<file path="config.mk">
export PLATFORM = sky130hd
export DESIGN_NAME = acq_sequencer
export DESIGN_NICKNAME = d
export VERILOG_FILES = /design/src/rtl/acq_sequencer.sv
export SDC_FILE = /design/constraint.sdc
export NUM_CORES = 1
export LEC_CHECK = 0
export CORE_MARGIN = 2
export CORE_UTILIZATION = 39
export DETAILED_ROUTE_END_ITERATION = 8
export MAX_ROUTING_LAYER = met4
export PLACE_DENSITY = 0.77
export SYNTH_ARGS = -nofsm -noshare
export SYNTH_HDL_FRONTEND = slang
export SYNTH_SLANG_ARGS = --single-unit
</file>
<file path="constraint.sdc">
create_clock -name CLK_MASTER -period 1.6 [get_ports CLK_MASTER]
set_input_delay 0.4 -clock CLK_MASTER [delete_from_list [all_inputs] [get_ports CLK_MASTER]]
set_output_delay 0.4 -clock CLK_MASTER [all_outputs]
set_load 0.01 [all_outputs]
</file>
<file path="src/rtl/acq_sequencer.sv">
// Acquisition start/stop sequencer: counts masked event edges to open and close a capture window.
// Optional wait timeout is compiled in when ACQ_TIMEOUT_EN is defined.
module acq_sequencer #(
    parameter int unsigned NUM_EVT = 4,
    parameter int unsigned CNT_W   = 8,
    parameter int unsigned TMO_W   = 16
) (
    input  logic               CLK_MASTER,
    input  logic               RESET_N,
    input  logic               START,
    input  logic               ABORT,
    input  logic [NUM_EVT-1:0] EVT_IN,
    input  logic [NUM_EVT-1:0] START_MASK,
    input  logic [NUM_EVT-1:0] STOP_MASK,
    input  logic [CNT_W-1:0]   START_NUM,
    input  logic [CNT_W-1:0]   STOP_NUM,
    input  logic               START_QUAL_EN,
    input  logic               START_QUAL,
    input  logic               STOP_QUAL_EN,
    input  logic               STOP_QUAL,
    input  logic               SR_R_FULL,
    input  logic               CKE_TICK,
    input  logic [TMO_W-1:0]   TIMEOUT_LIMIT,
    output logic               WAITING,
    output logic               ACQUIRING,
    output logic               DONE,
    output logic [1:0]         STATUS,
    output logic [CNT_W-1:0]   SCOUNT,
    output logic [CNT_W-1:0]   ECOUNT
);

    typedef enum logic [2:0] {
        StIdle  = 3'd0,
        StSqual = 3'd1,
        StWait  = 3'd2,
        StEqual = 3'd3,
        StAcq   = 3'd4
    } state_e;

    state_e             state_q, state_d;
    logic [NUM_EVT-1:0] evt_d_q;
    logic [CNT_W-1:0]   scount_q, scount_d, ecount_q, ecount_d;
    logic [1:0]         status_q, status_d;
    logic               done_q, done_d;
    logic [NUM_EVT-1:0] edge_v;
    logic               start_go, stop_go;

    // An empty mask means "count every cycle" rather than "never count".
    assign edge_v   = EVT_IN & ~evt_d_q;
    assign start_go = (START_MASK == '0) || ((edge_v & START_MASK) != '0);
    assign stop_go  = (STOP_MASK == '0) || ((edge_v & STOP_MASK) != '0);

`ifdef ACQ_TIMEOUT_EN
    logic [TMO_W-1:0] tmo_q, tmo_d;
`else
    logic unused_tmo;
    assign unused_tmo = ^{CKE_TICK, TIMEOUT_LIMIT};
`endif

    always_ff @(posedge CLK_MASTER or negedge RESET_N) begin
        if (!RESET_N) begin
            state_q  <= StIdle;
            evt_d_q  <= '0;
            scount_q <= '0;
            ecount_q <= '0;
            status_q <= 2'b00;
            done_q   <= 1'b0;
`ifdef ACQ_TIMEOUT_EN
            tmo_q    <= '0;
`endif
        end else begin
            state_q  <= state_d;
            evt_d_q  <= EVT_IN;
            scount_q <= scount_d;
            ecount_q <= ecount_d;
            status_q <= status_d;
            done_q   <= done_d;
`ifdef ACQ_TIMEOUT_EN
            tmo_q    <= tmo_d;
`endif
        end
    end

    always_comb begin
        state_d  = state_q;
        scount_d = scount_q;
        ecount_d = ecount_q;
        status_d = status_q;
        done_d   = 1'b0;
`ifdef ACQ_TIMEOUT_EN
        tmo_d    = tmo_q;
`endif
        if (ABORT) begin
            state_d  = StIdle;
            status_d = 2'b00;
        end else begin
            case (state_q)
                StIdle: begin
                    if (START) begin
                        scount_d = START_NUM;
                        ecount_d = STOP_NUM;
                        status_d = 2'b00;
                        state_d  = START_QUAL_EN ? StSqual : StWait;
`ifdef ACQ_TIMEOUT_EN
                        tmo_d    = '0;
`endif
                    end
                end
                StSqual: if (START_QUAL) state_d = StWait;
                StWait: begin
                    if (start_go) begin
                        if (scount_q != '0) scount_d = scount_q - CNT_W'(1);
                        else                state_d  = STOP_QUAL_EN ? StEqual : StAcq;
                    end
                end
                StEqual: if (STOP_QUAL) state_d = StAcq;
                StAcq: begin
                    if (SR_R_FULL) begin
                        state_d  = StIdle;
                        status_d = 2'b10;
                        done_d   = 1'b1;
                    end else if (stop_go) begin
                        if (ecount_q != '0) begin
                            ecount_d = ecount_q - CNT_W'(1);
                        end else begin
                            state_d  = StIdle;
                            status_d = 2'b01;
                            done_d   = 1'b1;
                        end
                    end
                end
                default: state_d = StIdle;
            endcase
`ifdef ACQ_TIMEOUT_EN
            // Timeout only fires if the start side did not move this cycle.
            if (state_q == StSqual || state_q == StWait) begin
                if (CKE_TICK && tmo_q != '1) tmo_d = tmo_q + TMO_W'(1);
                if (state_d == state_q && TIMEOUT_LIMIT != '0 && tmo_d >= TIMEOUT_LIMIT) begin
                    state_d  = StIdle;
                    status_d = 2'b11;
                    done_d   = 1'b1;
                end
            end
`endif
        end
    end

    always_comb begin
        WAITING   = 1'b0;
        ACQUIRING = 1'b0;
        case (state_q)
            StSqual, StWait: WAITING   = 1'b1;
            StEqual, StAcq:  ACQUIRING = 1'b1;
            default: ;
        endcase
        DONE   = done_q;
        STATUS = status_q;
        SCOUNT = scount_q;
        ECOUNT = ecount_q;
    end

endmodule
</file>
==> metrics.md <==
| Metric | Value |
|---|---|
| Status | `complete, but fails checks` |
| Failing checks | `setup timing` |
| Critical path's slowest cell | `dfrtp_1` |
| Minimum clock period | `1.71 ns` |
| Hold Vio Cnt, Final | `0` |
| Most frequent CP cell | `buf_4` |
| Clock-pin slew on the worst setup and hold paths | `0.10 ns` |
| Internal power | `2.79 mW` |
| # IOs | `75` |
| Fmax | `584 MHz` |
| RR Endpoint | `SCOUNT[5]$_DFFE_PN0P_` |
| Crit path largest cell delay | `0.42 ns` |
| Crit path capture type | `flip-flop` |
| Share of layout cells above drive strength 1 | `45.5%` |
| Placed Area | `2760 sq um` |
| Drt via density | `5.76` |
| Avg Inst Size Synth | `8.91 sq um` |
| Logic gate share of total power | `68.7%` |
| RSZ-0062 raised after global routing | `true` |
| Drt wl/cell | `17.9 microns` |
| R2R setup slack | `-0.11 ns` |
| Critical Path Start | `SCOUNT[2]$_DFFE_PN0P_` |
| CTS hold repair buffers | `0` |
| Slew HR | `76.1%` |
| Post-Syn Area | `1800 sq um` |
| Sequential area share after synthesis | `36.2%` |
| Leak Pwr | `1.53 nW` |
| Routed WL | `6900 microns` |
| First drt pass iteration count | `4` |
| Clock power frac | `8.4%` |
| CP required | `1.77 ns` |
| Startpoint Class | `flip-flop` |
| Synth top area cells | `dfrtp_1 36%, nand2_1 4.0%, a21oi_1 3.6%, ha_1 2.8%, nor3_1 2.8%` |
| Post-route ant nets | `0` |
| Die X | `71.9 microns` |
| Vias in the first global route | `2269` |
| Worst Skew | `0.00582 ns` |
| Die area | `5170 sq um` |
| Number of synthesized flops with an enable pin | `0` |
| First-pass GRT wire length | `10400 microns` |
| P_sw | `1.98 mW` |
| H-Tree Depth | `1` |
| Cell chain of the critical path | `buf_4 > nor3_1 > buf_4 > nor3b_1 > o22ai_4 > o2bb2ai_2` |
| Worst setup endpoint | `SCOUNT[5]$_DFFE_PN0P_` |
| Yosys reg bits | `26` |
| Num CTS Buffers | `3` |
| CTS root buf | `clkbuf_8` |
| CTS tree | `done` |
| Std cell rows | `24` |
| Endpoints failing setup | `18` |
| Count of different cell masters after synthesis | `56` |
| Clock latency at the later pin of the worst-skew pair | `0.28 ns` |
| Via Count | `2222` |
| Ys async rst share | `100%` |
| NumNets Final | `393` |
| Worst EP arrival | `1.88 ns` |
| Kind of critical path | `reg2reg` |
| Worst Max-Slew Pin Slew | `0.356 ns` |
| # diodes | `0` |
| Max Cap Viol | `0` |
| Area grow syn2layout | `85.3%` |
| Number of synthesis warnings | `0` |
| Leading area contributor after synthesis | `dfrtp_1` |
| GPL Wtd Cong | `0.977` |
| HPWL after DPL | `4150 microns` |
| IO buf count | `57` |
| # fillers | `321` |
| Net Count, Synth | `260` |
| Post-route DRC | `0` |
| Critical R2R Launch | `SCOUNT[2]$_DFFE_PN0P_` |
| Tot GR Track Use | `26.1%` |
| Initial Utilization | `40.8%` |
| Worst min-delay path class | `in2reg` |
| Syn Inst Count | `202` |
| Reg2Reg Depth | `6` |
| Final period util | `107%` |
| Largest net degree at the start of global routing | `27` |
| Core region area | `4410 sq um` |
| Slew Limit Fails | `0` |
| Seq pwr share | `22.9%` |
| Fin area | `3330 sq um` |
| Setup ws final | `-0.111 ns` |
| Top cell type's share of synthesized area | `36.2%` |
| Iteration-0 DRC Markers | `159` |
| Max Buffers Root-to-Sink | `2` |
| Peak VDD IR | `0.000714 V` |
| Top_reg_cell synth | `dfrtp_1` |
| Setup TNS | `-0.961 ns` |
| Switching Fraction | `41.4%` |
| Cells on Worst Hold Path | `1` |
| Maximum fanout along the worst path | `5` |
| Initial antenna violation count | `0` |
| P per Cell Area | `1430 nW/um^2` |
| Grt ovf | `0` |
| Clk sinks | `26` |
| Die Height | `71.9 microns` |
-- stage by stage --
step / utilization [%] / cells / power (mW) / hold WS, ns / worst slack [ns]
after floorplan: - / 202 / 2.26 / 0.104 / -0.0708
after global placement: 62.5 / 351 / 3.53 / 0.550 / -0.413
after detailed placement: 62.5 / 351 / 3.57 / 0.575 / -0.463
after CTS: 71.0 / 380 / 4.36 / 0.383 / -0.105
after global routing: 75.5 / 386 / 5.02 / 0.386 / -0.186
final: 75.5 / 386 / 4.77 / 0.380 / -0.111
-- worst min-delay path by stage --
stage	from	to	slack [ns]
after global placement	SCOUNT[7]$_DFFE_PN0P_	SCOUNT[7]$_DFFE_PN0P_	0.55
after CTS	EVT_IN[3]	evt_d_q[3]$_DFF_PN0_	0.38
after global routing	EVT_IN[3]	evt_d_q[3]$_DFF_PN0_	0.39
after floorplan	RESET_N	DONE$_DFF_PN0_	0.10
final	EVT_IN[3]	evt_d_q[3]$_DFF_PN0_	0.38
after detailed placement	SCOUNT[7]$_DFFE_PN0P_	SCOUNT[7]$_DFFE_PN0P_	0.58
-- per-layer routing --
metal	global-route usage [%]	share of wire [%]	vias up
li1	-	-	1028
met1	30.4	39	1076
met2	47.2	53	98
met3	3.47	5.9	20
met4	7.34	2.2	0
met5	-	0	-
-- critical path: cells and delay by family (launching register included) --
kind | cells | cell delay (ns)
simple gates | 2 | 0.59
flops | 1 | 0.42
compound gates | 2 | 0.26
buf+inv | 2 | 0.35
-- final cells by class --
cell class                      instances  area, sq um  share of cell area (%)
Multi-Input combinational cell        159         1310                    39.3
Timing Repair Buffer                  138         1230                    36.8
Sequential cell                        26          659                    19.8
Tap cell                               52         65.1                    1.95
Clock buffer                            4         45.0                    1.35
Inverter                                7         26.3                   0.788
-- cell usage in the layout (no fill, tap or decap), drive strengths merged, types with 5 or more instances in the layout --
cell,Yosys,routed
o2bb2ai,5,5
buf,6,83
nand2,19,19
nor4,7,7
dlygate4sd2,0,23
o21ai,11,11
nand4,6,6
nor3,10,10
o22ai,5,5
nor2,15,15
nand3b,6,6
inv,7,7
a21oi,14,14
clkdlybuf4s50,0,23
dfrtp,26,26
nand3,7,7
dlymetal6s2s,0,9
-- cells by family after synthesis --
kind of cell | synth area share (%)
AOI/OAI and AO/OA | 22.8
xor gates and xnor gates | 0.487
muxes | 3.48
DFF | 36.2
and+or+nand+nor | 28.7
adders and majority gates | 2.78
buffers and inverters | 5.56
-- synthesized netlist by cell type, drive strengths merged, types with 2 or more instances --
cell type   n
nor3       10
and2        2
a21oi      14
o2bb2ai     5
nor2b       3
nand3       7
nor3b       3
nor2       15
a21o        3
buf         6
or4         2
a31oi       2
nand3b      6
nand2      19
mux2i       4
a211oi      2
inv         7
mux2        2
o211ai      2
clkbuf      4
nand2b      3
o21a        2
nand4       6
o21ai      11
a32o        3
ha          4
dfrtp      26
o22ai       5
nor4        7
a2bb2oi     3
-- power groups by stage --
stage                     registers, mW  logic, mW  clock network (mW)
after floorplan                    1.23       1.03                   0
after global placement             1.11       2.41                   0
after detailed placement           1.12       2.45                   0
after CTS                          1.05       2.92               0.397
after global routing               1.11       3.48               0.431
final                              1.09       3.28               0.399
-- state kept, by name, summed over array words and instances, names as in the netlist --
signal / flops
SCOUNT: 8
state_q: 3
evt_d_q: 4
ECOUNT: 8
DONE: 1
STATUS: 2
-- what timing repair did --
item	CTS	global route
buffers inserted	26	6
pin swaps	24	28
endpoints found under the setup margin	39	30
resized for setup	74	46
Power figures use the tool's default switching activity.
==> variant 1: new RTL, same settings <==
The option `ACQ_TIMEOUT_EN` is turned on by a define.
--- a/src/rtl/acq_sequencer.sv
+++ b/src/rtl/acq_sequencer.sv
@@ -1,5 +1,7 @@
 // Acquisition start/stop sequencer: counts masked event edges to open and close a capture window.
 // Optional wait timeout is compiled in when ACQ_TIMEOUT_EN is defined.
+`define ACQ_TIMEOUT_EN
+
 module acq_sequencer #(
     parameter int unsigned NUM_EVT = 4,
     parameter int unsigned CNT_W   = 8,
Formal check against the unedited RTL: not equivalent (Yosys sat finds a counterexample within 4 cycles, from zero or initial values and one cycle with RESET_N low).
==> variant 1 against the unedited design <==
  * The run still ends with setup timing left
  * Sequential power increased by 19%
  * Wire length rose by 93%
  * Synthesized cell count increased by 110%
  * Maximum frequency is 47% lower
  * Area after synthesis up 100%
  * Design area grew 81%
  * Largest power group unchanged
  * Largest cell class unchanged
  * Critical endpoint is now state_q[0]
  * Setup slack lost 1500 ps
  * Power decreased by 13%
  * Sequential cell count up 16
  * Critical path type unchanged
==> variant 1: results (changes against the unedited design) <==
[logic_synthesis]
synth-xor-area-share_pct=0.4858  ; was 0.4868%
synthAdderAreaFrac_pct=6.940  ; was 2.782%
synth_area_leaders=dfrtp_1 29%, ha_1 6.9%, a21oi_1 4.0%, nor2_1 3.6%, inv_1 3.1%  ; was dfrtp_1 36%, nand2_1 4.0%, a21oi_1 3.6%, ha_1 2.8%, nor3_1 2.8%
synth_cell_types=68  ; was 56
synth_nets=507  ; was 260
synth_compound_area_share_pct=29.74  ; was 22.81%

[status]
violations=setup timing  ; unchanged
status=finished with violations  ; unchanged

[global_route]
use_met3_pct=3.273  ; was 3.472%
grtUsageMet1_pct=32.69  ; was 30.36%
grt_max_degree=43  ; was 27
grtUsageTotal_pct=27.24  ; was 26.14%

[drt]
wl_met3_um=832  ; was 407 µm
wl_met1_um=5506  ; was 2703 µm
via_per_inst=5.901  ; was 5.756
first_pass_iters=5  ; was 4
first_iter_violations=268  ; was 159

[power]
clockPowerShare_pct=20.7  ; was 8.4%
p_comb_mw=1.98  ; was 3.28 mW
p_switching_mw=1.438  ; was 1.976 mW

[hold_path]
hp-class=input port to asynchronous set/reset pin  ; was input port to register

[critical_path]
cpPeakStageDelay_ps=570  ; was 420 ps
cp.arrival_ps=3400  ; was 1880 ps

[placement]
postPlaceCellArea_um2=5529  ; was 2760 µm²
dp_cells=737  ; was 351
gp_congestion=0.9540  ; was 0.9773
port_buffers=74  ; was 57

[clock_network]
clock_latency_ps=300  ; was 280 ps
ctsHtreeMaxLevel=2  ; was 1

[sta]
fin_setup_tns_ps=-21750  ; was -960.6 ps
setup_slack_ps=-1606  ; was -111.0 ps
hold_ws_ps=52.45  ; was 379.8 ps
setup_viol=40  ; was 18

[layout]
layout.nets=719  ; was 393
num-fill-cells=716  ; was 321
drive_gt1_share_pct=35.76  ; was 45.51%

==> variant 1: changes by cell type after synthesis, sizes merged, moves of 9 or more <==
| cell | unedited run | this run |
|---|---|---|
| nand2 | 19 | 28 |
| dfrtp | 26 | 42 |
| nand3 | 7 | 19 |
| ha | 4 | 20 |
| a31oi | 2 | 11 |
| o21ai | 11 | 27 |
| inv | 7 | 30 |
| a21oi | 14 | 29 |
| nor2 | 15 | 35 |
==> variant 1: layout make-up <==
| class | count | area (µm²) | area share [%] |
|---|---|---|---|
| multi-input cells | 338 | 2643 | 43.88 |
| repair buffers | 228 | 1968 | 32.68 |
| flip-flops and latches | 42 | 1054 | 17.49 |
| well taps | 111 | 138.9 | 2.306 |
| inverters | 30 | 112.6 | 1.870 |
| clock buffers | 7 | 76.32 | 1.267 |
| clock inverters | 1 | 30.03 | 0.4986 |
==> variant 1: repair_timing <==
item                       in CTS  in global routing
setup buffers                   9                  3
pin swaps                      19                 11
gates resized for setup        65                 23
setup endpoints to repair      58                 40
==> variant 2: new RTL, config.mk and constraints unchanged <==
Without the edit above. Put a register stage on the output `ECOUNT`, without a reset. The value now appears one clock later. The other outputs are not delayed to match.
--- a/src/rtl/acq_sequencer.sv
+++ b/src/rtl/acq_sequencer.sv
@@ -36,6 +36,8 @@
         StEqual = 3'd3,
         StAcq   = 3'd4
     } state_e;
+
+    logic [CNT_W-1:0] ECOUNT_d;
 
     state_e             state_q, state_d;
     logic [NUM_EVT-1:0] evt_d_q;
@@ -156,7 +158,11 @@
         DONE   = done_q;
         STATUS = status_q;
         SCOUNT = scount_q;
-        ECOUNT = ecount_q;
+        ECOUNT_d = ecount_q;
+    end
+
+    always_ff @(posedge CLK_MASTER) begin
+        ECOUNT <= ECOUNT_d;
     end
 
 endmodule
Check against the original RTL: not equivalent (a bounded check fails within 4 cycles, from zero or initial values and one cycle with RESET_N low).
==> variant 2 against the unedited design <==
  * The flow still finishes with violations (setup timing)
  * Cell count rose by 2.6%
  * Combinational power is 5% lower
  * Power rose by 8.8%
  * Highest routed layer unchanged
  * Sequential power grew 28%
  * Critical path depth up 1
  * Hold slack gained 21 ps
  * Wire length rose by 2.7%
  * Sequential cell count grew 8
  * Die area grew 7.5%
  * Area after synthesis up 8.0%
  * Design area increased by 1.2%
  * Maximum frequency decreased by 17%
  * Largest cell class unchanged
  * Setup slack got worse by 340 ps
==> variant 2: results (changes against the unedited design) <==
[status]
violations=setup timing  ; unchanged
status=finished with violations  ; unchanged

[sta]
setup_slack_ps=-452.3  ; was -111.0 ps
slew_headroom_pct=66.55  ; was 76.06%
setup_viol=23  ; was 18
skew_ps=7.036  ; was 5.822 ps

[logic_synthesis]
synth_compound_area_share_pct=24.92  ; was 22.81%
async_reset_ff_share_pct=76.47  ; was 100.0%
avgSynthCellArea_um2=9.209  ; was 8.907 µm²
synthAdderAreaFrac_pct=2.576  ; was 2.782%
yosys-top-cells-count=26 x dfrtp_1, 18 x o21ai_0, 15 x nor2_1  ; was 26 x dfrtp_1, 19 x nand2_1, 13 x a21oi_1, 13 x nor2_1, 10 x nor3_1
synth_nets=269  ; was 260
synth_area_leaders=dfrtp_1 33%, dfxtp_1 8.2%, o21ai_0 4.6%, a21oi_1 3.6%, nand3b_1 3.5%  ; was dfrtp_1 36%, nand2_1 4.0%, a21oi_1 3.6%, ha_1 2.8%, nor3_1 2.8%
synth_seq_area_share_pct=41.73  ; was 36.16%
synthMuxAreaShare_pct=2.962  ; was 3.477%
synth-xor-area-share_pct=0.4507  ; was 0.4868%

[global_route]
grt_pass1_wl_um=10960  ; was 10360 µm
grt_pass1_vias=2257  ; was 2269
grtUsageTotal_pct=27.06  ; was 26.14%

[hold_path]
hp-class=register to register  ; was input port to register
hold_path_startpoint=ECOUNT_d[7]  ; was EVT_IN[3]
worstHoldEndpoint=ECOUNT[7]  ; was evt_d_q[3]

[power]
p_leak_nw=1.441  ; was 1.534 nW
pg_clk_mw=0.691  ; was 0.399 mW
swShare_pct=41.00  ; was 41.45%
seq-power_mw=1.40  ; was 1.09 mW
p_switching_mw=2.128  ; was 1.976 mW
ir_drop_mv=0.6631  ; was 0.7144 mV

[critical_path]
worst-r2r-cell-count=7  ; was 6
crit_fanout=2  ; was 5
cp.arrival_ps=2240  ; was 1880 ps
r2r_start=SCOUNT[1]  ; was SCOUNT[2]
slowest_stage=or4b_4  ; was dfrtp_1
cpPeakStageDelay_ps=470  ; was 420 ps

[layout]
num-fill-cells=327  ; was 321

[clock_network]
cts_made_buffers=5  ; was 3
clk_pin_slew_ps=80  ; was 100 ps
clock_latency_ps=300  ; was 280 ps
ctsHtreeMaxLevel=2  ; was 1

[drt]
first_iter_violations=213  ; was 159
via_per_inst=5.689  ; was 5.756

[placement]
dp_cells=382  ; was 351
gp_congestion=0.9114  ; was 0.9773
dpl.hpwl_um=4333  ; was 4147 µm

variant 2: cell types whose count changed after synthesis, sizes merged, moves of 5 or more:
cell / unedited run / this run
o21ai: 11 / 20
dfxtp: 0 / 8
nand4: 6 / 1
inv: 7 / 12
nand2: 19 / 8
variant 2: worst max path at each step:
stage,startpoint,to,slack (ps),cells past startpoint
after floorplan,SCOUNT[0],state_q[1],-360,7
after CTS,SCOUNT[1],state_q[1],-350,7
after global placement,START_MASK[0],state_q[1],-600,6
after global routing,SCOUNT[1],state_q[1],-550,7
final,SCOUNT[1],state_q[1],-450,7
after detailed placement,START_MASK[0],state_q[1],-640,6
variant 2: layer usage:
layer,global-route usage [%],vias to the layer above,wire (µm)
li1,-,1028,-
met1,35.96,1084,3058
met2,39.92,115,3337
met3,5.556,26,521
met4,11.71,0,171
met5,-,-,0
variant 2: through the flow:
step | area (µm²) | hold slack (ps)
floorplan | 1954 | 104.4
global placement | 2987 | 380.1
detailed placement | 2987 | 388.6
CTS | 3252 | 405.0
global route | 3373 | 429.1
finish | 3373 | 401.2
variant 2: timing repair:
item | in CTS | in global routing
endpoints found under the setup margin | 34 | 24
resized for setup | 55 | 19
pin swaps | 21 | 4
buffers inserted | 4 | 2
hold buffers | 0 | 0
variant 2: final cells by class:
type	instances	share of cell area, %
clock buffer	6	2.448
clock inverter	2	0.3709
inverter	12	1.335
multi-input combinational	156	38.54
sequential	34	24.07
tap	67	2.485
timing repair buffer	119	30.75
variant 2: worst max-delay path: cells and delay by family, from the launching register on:
| family | cells | cell delay (ps) |
|---|---|---|
| multiplexers | 1 | 320 |
| flip-flops | 1 | 430 |
| buffers and inverters | 1 | 70 |
| AO/OA/AOI/OAI | 3 | 520 |
| AND/OR/NAND/NOR | 1 | 470 |
| adder cells (fa/ha/maj) | 1 | 120 |
